[config.mk]
export PLATFORM = sky130hd
export DESIGN_NAME = interval_meter
export DESIGN_NICKNAME = d
export VERILOG_FILES = /design/src/rtl/interval_pkg.sv /design/src/rtl/bin2bcd_seq.sv /design/src/rtl/interval_meter.sv
export SDC_FILE = /design/constraint.sdc
export NUM_CORES = 1
export LEC_CHECK = 0
export BUFFER_PORTS_ARGS = -buffer_cell sky130_fd_sc_hd__buf_2
export CAP_MARGIN = 0
export CELL_PAD_IN_SITES_DETAIL_PLACEMENT = 0
export CELL_PAD_IN_SITES_GLOBAL_PLACEMENT = 1
export CORE_MARGIN = 5
export CORE_UTILIZATION = 33
export CTS_BUF_LIST = sky130_fd_sc_hd__clkbuf_8
export DETAILED_ROUTE_END_ITERATION = 10
export PLACE_DENSITY_LB_ADDON = 0.1
export SLEW_MARGIN = 20
export SYNTH_ARGS = -nofsm -noshare
export SYNTH_HDL_FRONTEND = slang
export SYNTH_SLANG_ARGS = --single-unit
[constraint.sdc]
create_clock -name clk -period 2.7 [get_ports clk]
set_clock_uncertainty 0.05 [all_clocks]
set_input_delay 0.27 -clock clk [delete_from_list [all_inputs] [get_ports clk]]
set_output_delay 0.27 -clock clk [all_outputs]
set_load 0.005 [all_outputs]
[src/rtl/interval_pkg.sv]
// Shared types and helpers for the interval meter.
// State CONV is only reachable when INTERVAL_METER_BCD_EN is defined.
package interval_pkg;

    typedef enum logic [1:0] {IDLE, RUN, CONV, DONE} interval_state_t;

    localparam int unsigned BCD_DIGITS = 4;

    // Prescaler width; a 1-bit floor keeps degenerate settings legal.
    function automatic int unsigned presc_width(input int unsigned clks);
        int unsigned w;
        w = $clog2(clks);
        return (w < 1) ? 1 : w;
    endfunction

endpackage

[src/rtl/bin2bcd_seq.sv]
// Sequential binary-to-BCD converter (double dabble), one input bit per cycle.
// done is high in the cycle of the final step; bcd is valid the cycle after.
module bin2bcd_seq
    import interval_pkg::*;
#(
    parameter int unsigned CNT_W = 16
) (
    input  logic                    clk,
    input  logic                    reset,
    input  logic                    load,
    input  logic [CNT_W-1:0]        bin,
    output logic                    done,
    output logic [4*BCD_DIGITS-1:0] bcd
);

    localparam int unsigned BCD_W  = 4 * BCD_DIGITS;
    localparam int unsigned STEP_W = $clog2(CNT_W) + 1;

    logic [CNT_W-1:0]  shift_q;
    logic [BCD_W-1:0]  work_q;
    logic [BCD_W-1:0]  adj;
    logic [BCD_W-1:0]  work_next;
    logic [STEP_W-1:0] step_q;
    logic              active_q;
    logic              last;
    logic [BCD_W-1:0]  bcd_q;

    always_comb begin
        adj = work_q;
        for (int d = 0; d < BCD_DIGITS; d++) begin
            if (work_q[4*d +: 4] >= 4'd5) begin
                adj[4*d +: 4] = work_q[4*d +: 4] + 4'd3;
            end
        end
        work_next = {adj[BCD_W-2:0], shift_q[CNT_W-1]};
        last      = active_q && (step_q == STEP_W'(CNT_W - 1));
    end

    always_ff @(posedge clk) begin
        if (reset) begin
            shift_q  <= '0;
            work_q   <= '0;
            step_q   <= '0;
            active_q <= 1'b0;
            bcd_q    <= '0;
        end else if (load) begin
            shift_q  <= bin;
            work_q   <= '0;
            step_q   <= '0;
            active_q <= 1'b1;
        end else if (active_q) begin
            shift_q <= shift_q << 1;
            work_q  <= work_next;
            step_q  <= step_q + 1'b1;
            if (last) begin
                active_q <= 1'b0;
                bcd_q    <= work_next;
            end
        end
    end

    assign done = last;
    assign bcd  = bcd_q;

endmodule

[src/rtl/interval_meter.sv]
// Millisecond interval meter: start/stop pulses, timeout at MAX_MS, valid/ack result hold.
// Define INTERVAL_METER_BCD_EN to add result_bcd and the CONV state.
module interval_meter
    import interval_pkg::*;
#(
    parameter int unsigned CLKS_PER_MS = 50000,
    parameter int unsigned MAX_MS      = 9999,
    parameter int unsigned CNT_W       = 16
) (
    input  logic             clk,
    input  logic             reset,
    input  logic             start,
    input  logic             stop,
    input  logic             ack,
    output logic             busy,
    output logic             result_valid,
    output logic [CNT_W-1:0] result_ms,
    output logic             timeout
`ifdef INTERVAL_METER_BCD_EN
    ,
    output logic [15:0]      result_bcd
`endif
);

    localparam int unsigned     PW         = presc_width(CLKS_PER_MS);
    localparam logic [PW-1:0]   PRESC_LAST = PW'(CLKS_PER_MS - 1);
    localparam logic [CNT_W-1:0] MAX_CNT   = CNT_W'(MAX_MS);

`ifdef INTERVAL_METER_BCD_EN
    localparam interval_state_t LEAVE_RUN = CONV;
    logic bcd_done;
`else
    localparam interval_state_t LEAVE_RUN = DONE;
`endif

    interval_state_t  state_q, state_d;
    logic [PW-1:0]    presc_q, presc_d;
    logic [CNT_W-1:0] ms_q, ms_d;
    logic             wrap;
    logic             capture;
    logic [CNT_W-1:0] capture_val;
    logic             capture_to;

    always_comb begin
        state_d     = state_q;
        presc_d     = presc_q;
        ms_d        = ms_q;
        capture     = 1'b0;
        capture_val = ms_q;
        capture_to  = 1'b0;
        wrap        = (presc_q == PRESC_LAST);

        case (state_q)
            IDLE: begin
                if (start) begin
                    state_d = RUN;
                    presc_d = '0;
                    ms_d    = '0;
                end
            end
            RUN: begin
                presc_d = wrap ? '0 : presc_q + 1'b1;
                // stop takes priority over a same-cycle timeout wrap
                if (stop) begin
                    capture     = 1'b1;
                    capture_val = ms_q;
                end else if (wrap) begin
                    if (ms_q == MAX_CNT) begin
                        capture     = 1'b1;
                        capture_val = MAX_CNT;
                        capture_to  = 1'b1;
                    end else begin
                        ms_d = ms_q + 1'b1;
                    end
                end
                if (capture) begin
                    state_d = LEAVE_RUN;
                end
            end
            CONV: begin
`ifdef INTERVAL_METER_BCD_EN
                if (bcd_done) begin
                    state_d = DONE;
                end
`else
                state_d = IDLE;
`endif
            end
            DONE: begin
                if (ack) begin
                    if (start) begin
                        state_d = RUN;
                        presc_d = '0;
                        ms_d    = '0;
                    end else begin
                        state_d = IDLE;
                    end
                end
            end
            default: state_d = IDLE;
        endcase
    end

    always_ff @(posedge clk) begin
        if (reset) begin
            state_q      <= IDLE;
            presc_q      <= '0;
            ms_q         <= '0;
            busy         <= 1'b0;
            result_valid <= 1'b0;
            result_ms    <= '0;
            timeout      <= 1'b0;
        end else begin
            state_q      <= state_d;
            presc_q      <= presc_d;
            ms_q         <= ms_d;
            busy         <= (state_d == RUN) || (state_d == CONV);
            result_valid <= (state_d == DONE);
            if (capture) begin
                result_ms <= capture_val;
                timeout   <= capture_to;
            end
        end
    end

`ifdef INTERVAL_METER_BCD_EN
    bin2bcd_seq #(
        .CNT_W (CNT_W)
    ) u_bin2bcd (
        .clk   (clk),
        .reset (reset),
        .load  (capture),
        .bin   (capture_val),
        .done  (bcd_done),
        .bcd   (result_bcd)
    );
`endif

endmodule

# Word-level counts from Yosys, hierarchy flattened
# Index checks and enable logic that the tools add are counted.
# totals
romBits,0
out_inout_bits,19
ramBits,0
ff_bits,53
input_bits,5
wordCells,52
latch_bits,0
n_memories,0
# classes
reduce_logical,5
n_shift,0
n_mul,0
n_mux,26
div_mod_pow,0
magnitude_cmp,0
add_sub_neg,2
n_eq_ne,12
bitwise_logic,0
# op_table
cell,count
$mux W16,12
$pmux W16 S3,2
$add A16 B1 Y16 const B,2
$eq A16 B14 Y1 const B,1
$eq A16 B16 Y1 const B,1
$eq A2 B2 Y1 const B,4
$mux W1,8
$ne A2 B2 Y1 const B,4
$pmux W2 S4,1
$mux W2,3
$reduce_and A5 Y1,1
$eq A2 B1 Y1 const B,2
$reduce_bool A3 Y1,1
$logic_not A2 Y1,1
$reduce_and A2 Y1,1
$logic_or A1 B1 Y1,1

# Depth between registers and ports, before layout
# Gate-level depths: netlist of the first run.
# logic_depth
depth_word,9
depth_mapped,8
depth_no_buf,8

# Worst setup path after synthesis of the first run
# No wires, ideal clock.
# synth_path
kind,register to register
startpoint,reg presc_q[0]
endpoint,reg busy
n_path_buf,0
synth_period_minus_slack_ns,2.360
path_stages_with_launch,9
setup_slack_ns,0.340
arrival_ns,2.182
t_required_ns,2.522
setup_time_ns,0.128
cell_sequence,dfxtp_1 -> ha_1 -> or3b_2 -> nor4_4 -> a21oi_1 -> nand2b_1 -> nand2_1 -> ha_1 -> nor2b_1
# synth_between
elab_chain_len,8
elab_cells_between_ends,9
cone_classes,eq/ne (3); mux (5); reduce/logical (1)
# synth_lines
element,line_no,rtl
start: declaration,interval_meter.sv:37,"logic [PW-1:0] presc_q, presc_d;"
start signal: assignment,interval_meter.sv:115,presc_q <= presc_d;
$eq A16 B16 Y1 (*),interval_meter.sv:51,wrap = (presc_q == PRESC_LAST);
$mux W1 (*),interval_meter.sv:67,end else if (wrap) begin
$mux W1 (*),interval_meter.sv:64,if (stop) begin
$mux W1 (*),interval_meter.sv:53,case (state_q)
$mux W2 (*),interval_meter.sv:76,if (capture) begin
$pmux W2 S4 (*),interval_meter.sv:53,
named net state_d[1],interval_meter.sv:36,"interval_state_t state_q, state_d;"
$eq A2 B1 Y1 or $eq A2 B2 Y1 (tied branches),interval_meter.sv:117,busy <= (state_d == RUN) || (state_d == CONV);
$logic_or A1 B1 Y1 (*),interval_meter.sv:117,
end signal: assignment,interval_meter.sv:117,
end: declaration,interval_meter.sv:15,"output logic busy,"
# The timed path passes the listed nets; every way through them passes the cells marked *. The select of a mux whose other input is x is not followed.
# A chain may end at the register's enable or synchronous reset.

# Final worst setup path of the first run
# layout_path
startpoint,reg presc_q[0]
endpoint,reg ms_q[3]
# layout_between
elab_chain_len,3
# layout_lines
element,line_no,rtl
$eq A16 B16 Y1,interval_meter.sv:51,
$ne A2 B2 Y1 (no source line),n/a,
$reduce_and A5 Y1 (no source line),n/a,
end signal: assignment,interval_meter.sv:116,ms_q <= ms_d;
end: declaration,interval_meter.sv:38,"logic [CNT_W-1:0] ms_q, ms_d;"
# Every way passes these cells.

==> results.json, run 1 <==
{
  "run_status": "finished, final reports clean",
  "route.detailed.drc": 0,
  "yosysWarnings": 0,
  "synth_area_um2": 2480,
  "wl_met2_um": 3100,
  "synthTopCellsByArea": "dfxtp_1 43%, a21oi_1 5.4%, nor2_1 5.1%",
  "num_rows": 31,
  "relSlewSlack_pct": 66.4,
  "antenna_found_initial": 0,
  "synth_edf_count": 0,
  "synth_commonest_cells": "53 x dfxtp_1, 34 x nor2_1, 27 x a21oi_1",
  "grt_usage_pct": 13.7,
  "drt-total-wl_um": 6380,
  "power.density_nw_per_um2": 526,
  "die_w_um": 96.7,
  "dpl_worst_slack_ps": 121,
  "hold_viol_final": 0,
  "pin_count": 24,
  "yosysSeqAreaShare_pct": 42.8,
  "stdcell_count": 419,
  "rsz0062_at_grt": "no",
  "power_uw": 1520,
  "final.setup.tns_ps": 0,
  "hold_slack_ps": 231,
  "hold_path_startpoint": "ack",
  "tightestPinTransition_ps": 502,
  "hold_path_end": "state_q[1]",
  "cts.clk_slew.worst_paths_ps": 90,
  "gp_congestion": 0.748,
  "floorplan.initialDensity_pct": 34.0,
  "period_needed_ps": 2520,
  "diodes": 0,
  "cp_max_fo": 22,
  "syn-num-nets": 299,
  "dp.cells": 411,
  "num-nets-final": 327,
  "antenna_left": 0,
  "wl_met3_um": 173,
  "hpwl_um": 4550,
  "postCtsSetupBuffers": 0,
  "hold_path_class": "in2reg",
  "synth_cells": 291,
  "finalCritPeriodShare_pct": 93.3,
  "cts_tree": "done",
  "cts_sinks": 53,
  "cap_violations": 0,
  "vias_per_cell": 5.21,
  "die_h_um": 96.7,
  "num-fill-cells": 791,
  "worst_setup_path_start_kind": "register",
  "r2r-end": "ms_q[3]",
  "grt_pass1_wl_um": 10700,
  "core_um2": 7290,
  "setup_viol": 0,
  "drt_pass1_iterations": 4,
  "ys.flop_type": "dfxtp_1",
  "finalMaxSlewViolations": 0,
  "num_vias": 2184,
  "grt_pass1_vias": 2117,
  "crit_type": "reg2reg",
  "wl_met1_um": 3070,
  "grt_max_degree": 26,
  "synth_top_area_share_pct": 42.8,
  "r2r_cells": 6,
  "cts_buffers": 5,
  "wire_per_inst_um": 15.2,
  "fmax_mhz": 397,
  "holdBufCountCts": 0,
  "endpoint_kind": "register",
  "io_buffers": 23,
  "clockBufferDepth": 2,
  "yosys.cell_count.top_type": "dfxtp_1",
  "layout-drive-gt1-share_pct": 15.3,
  "root_buffer": "clkbuf_8",
  "peakVddDrop_v": 0.000239,
  "first_iter_violations": 80,
  "top_layer": "met4",
  "die_area_um2": 9350,
  "grt_overflow_total": 0,
  "yosys.area.top_type": "dfxtp_1",
  "timing.final.ws_setup_ps": 180,
  "crit_arrival_ps": 2710,
  "area_growth_pct": 16.1,
  "power_leakage_uw": 0.00106,
  "htreeDepth": 2,
  "syn_area_per_cell_um2": 8.52,
  "async_reset_ff_share_pct": 0,
  "synth_seq_cells": 53,
  "rr_startpoint": "presc_q[0]",
  "min_path_cells": 3,
  "reg2reg_slack_ps": 180,
  "post_cts_resized": 0,
  "cp.required_ps": 2890,
  "clk_latency_ps": 300,
  "synth_cell_types": 45
}
layer usage:
layer | GRT usage, % | up-vias
li1 | - | 1114
met1 | 18.0 | 1043
met2 | 23.2 | 25
met3 | 2.66 | 2
met4 | 3.24 | 0
met5 | 0 | -
metrics by stage:
step	utilization, %	area, um^2
6_report	39.5	2880
5_1_grt	39.5	2880
4_1_cts	39.4	2870
3_5_place_dp	37.8	2760
3_3_place_gp	37.8	2760
2_1_floorplan	-	2480
logic make-up (layout without fill, tap and decap cells):
kind of cell / Yosys count / in the layout / synth area share (%)
buf+inv: 20 / 49 / 3.38
flops: 53 / 53 / 42.8
compound gates: 79 / 79 / 20.3
fa+ha+maj: 3 / 3 / 1.51
xor+xnor: 13 / 13 / 4.59
simple gates: 123 / 123 / 27.4
layout make-up:
| class | count | area [um^2] | area share [%] |
|---|---|---|---|
| Clock buffer | 6 | 82.6 | 2.87 |
| Clock inverter | 2 | 33.8 | 1.17 |
| Inverter | 7 | 26.3 | 0.912 |
| Multi-Input combinational cell | 218 | 1340 | 46.6 |
| Sequential cell | 53 | 1060 | 36.8 |
| Tap cell | 99 | 124 | 4.30 |
| Timing Repair Buffer | 34 | 210 | 7.30 |
flip-flops by register name, indices dropped and copies added (netlist names):
register / count
state_q: 2
ms_q: 16
result_ms: 16
busy: 1
presc_q: 16
result_valid: 1
timeout: 1
power by group:
part	internal, uW	leakage [uW]	total, uW	switching, uW
Sequential	797	0.000429	808	11.2
Combinational	49.4	0.000571	144	94.5
Clock	299	0.0000626	563	264
Total	1150	0.00106	1520	369
worst max path at each step:
| stage | from | end | slack [ps] | depth (start not counted) |
|---|---|---|---|---|
| after floorplan | presc_q[0] | busy | 340 | 8 |
| after global placement | presc_q[0] | ms_q[3] | 160 | 6 |
| after detailed placement | presc_q[0] | ms_q[3] | 120 | 6 |
| after CTS | presc_q[0] | ms_q[10] | 90 | 6 |
| after global routing | presc_q[0] | ms_q[3] | 10 | 6 |
| final | presc_q[0] | ms_q[3] | 180 | 6 |
cell usage in the layout, fill, tap and decap left out, types with 5 or more instances in the layout:
cell type and instances:
or4_1 7, a21oi_1 27, and4_1 6, o21a_1 13, xor2_1 7, inv_1 8, nor2_1 34, nand4_1 7
buf_4 10, xnor2_1 6, o31ai_1 7, and2_1 5, nand3_1 9, clkbuf_8 6, o21ai_0 15, nand2_1 22
buf_2 23, and3_1 6, dfxtp_1 53
worst max-delay path, cell delays in order (launching register included):
cell and delay, ps:
dfxtp_1 400, ha_1 250, or3b_2 490, nor4_4 350
o21ai_4 220, or4_1 550, a21oi_1 140
Power figures use the tool's default switching activity.
==> inputs of run 2 (changes only) <==
clock period = 2.79 ns   (was 2.7 ns; I/O delays follow)
==> run 2 against run 1 <==
Effect of this change:
- global-route usage is 0.077 points lower
- power is 5.8% lower
- utilization is 0.14 points lower
- critical path depth stayed put
- count of clock-buffer cells in the layout is 1 lower
- sequential cell count stayed put
- design area is 0.35% lower
- wire length is 2.7% lower
- sequential share of layout area is 0.13 points higher
==> results.json, run 2 (synthesized netlist as in run 1, its figures left out) <==
{
  "run_status": "finished, final reports clean",
  "peakVddDrop_v": 0.000273,
  "hpwl_um": 4520,
  "gp_congestion": 0.767,
  "rr_startpoint": "presc_q[0]",
  "netSwitchingFraction_pct": 24.3,
  "power_switching_uw": 347,
  "seq_area_um2": 1060,
  "antenna_left": 0,
  "drt-total-wl_um": 6210,
  "finalCritPeriodShare_pct": 91.1,
  "cts.clk_slew.worst_paths_ps": 90,
  "core_um2": 7290,
  "endpoint_kind": "register",
  "htreeDepth": 2,
  "clockBufferDepth": 2,
  "num-fill-cells": 803,
  "route.detailed.drc": 0,
  "tightestPinTransition_ps": 900,
  "cts_sinks": 53,
  "grt_overflow_total": 0,
  "cp_max_fo": 22,
  "setup_viol": 0,
  "multi_input_area_um2": 1340,
  "post_dp_cell_area_um2": 2760,
  "comb_power_share_pct": 9.8,
  "root_buffer": "clkbuf_8",
  "floorplan.initialDensity_pct": 34.0,
  "dpl_worst_slack_ps": 182,
  "drt_pass1_iterations": 4,
  "crit_type": "reg2reg",
  "num_rows": 31,
  "finalMaxSlewViolations": 0,
  "cts_tree": "done",
  "cp.required_ps": 2970,
  "period_needed_ps": 2540,
  "num_vias": 2203,
  "power.density_nw_per_um2": 497,
  "final_common_cell": "dfxtp_1",
  "power_uw": 1430,
  "pin_count": 24,
  "worst_setup_path_start_kind": "register",
  "fmax_mhz": 393,
  "antenna_found_initial": 0,
  "io_buffers": 23,
  "hold_path_end": "state_q[1]",
  "diodes": 0,
  "die_area_um2": 9350,
  "r2r_cells": 6,
  "timing.final.ws_setup_ps": 248,
  "power_leakage_uw": 0.00106,
  "die_h_um": 96.7,
  "hold_viol_final": 0,
  "first_iter_violations": 96,
  "cts_buffers": 5,
  "layout_common_cells": "53 x dfxtp_1, 34 x nor2_1, 27 x a21oi_1",
  "postCtsSetupBuffers": 0,
  "p_seq_share_pct": 54.7,
  "grt_usage_pct": 13.7,
  "clkPwrFrac_pct": 35.5,
  "crit_start": "presc_q[0]",
  "internal-power_uw": 1080,
  "vias_per_cell": 5.25,
  "hold_path_class": "in2reg",
  "rsz0062_at_grt": "no",
  "r2r-end": "ms_q[4]",
  "hold_path_startpoint": "ack",
  "reg_top3": "ms_q: 16 flops, presc_q: 16 flops, result_ms: 16 flops",
  "layout-drive-gt1-share_pct": 15.9,
  "wire_per_inst_um": 14.8,
  "grt_pass1_vias": 2082,
  "reg2reg_slack_ps": 250,
  "area_growth_pct": 15.7,
  "grt_pass1_wl_um": 10700,
  "clk_latency_ps": 300,
  "min_path_cells": 3,
  "cap_violations": 0,
  "final_area_um2": 2870,
  "relSlewSlack_pct": 40.0,
  "num-nets-final": 329,
  "die_w_um": 96.7,
  "crit_arrival_ps": 2720,
  "final.setup.tns_ps": 0,
  "grt_max_degree": 30,
  "final_util_pct": 39.4
}
[run 2: changes by cell type in the layout (fill, tap and decap cells not counted)]
cell      previous run  this run
buf_12               1         0
buf_4               10        13
clkbuf_8             6         5
clkinv_2             0         1
inv_1                8         7
[run 2: per-stage QoR]
stage | hold WS [ps] | std cells
2_1_floorplan | 301 | 291
3_3_place_gp | 394 | 413
3_5_place_dp | 402 | 413
4_1_cts | 244 | 420
5_1_grt | 280 | 420
6_report | 254 | 420
[run 2: how the worst max path moves through the flow]
stage	to
global placement	ms_q[3]
detailed placement	ms_q[4]
global route	ms_q[12]
CTS	ms_q[4]
finish	ms_q[4]
floorplan	busy
[run 2: final cells by class]
cell class | instances | share of cell area (%)
inverter | 7 | 0.915
multi-input combinational | 218 | 46.8
sequential | 53 | 37.0
tap | 99 | 4.32
timing repair buffer | 36 | 7.41
clock buffer | 5 | 2.40
clock inverter | 2 | 1.22
[run 2: worst max-delay path: stages (launching register included)]
cell and delay (ps):
dfxtp_1 390, ha_1 250, or3b_2 490, nor4_4 360, o21ai_4 230, or4_1 540
a21oi_1 160
[run 2: timing repair]
| action | in CTS | in global routing |
|---|---|---|
| resized for setup | 0 | 1 |
| hold buffers | 0 | 0 |
| endpoints found under the setup margin | 0 | 4 |
[run 2: metal layers]
metal  part of all wire (%)  vias up  global-route usage [%]
met1                     48     1048                    18.1
li1                       -     1121                       -
met2                     48       27                    22.5
met5                      0        -                       0
met4                   0.97        0                    3.13
met3                    2.7        7                    3.17
[run 2: power by group through the flow]
stage                     logic, uW  registers, uW  clock network [uW]
final                           140            781                 506
after global routing            158            784                 557
after detailed placement        141            799                   0
after CTS                       142            781                 531
after global placement          141            799                   0
after floorplan                92.6            799                   0
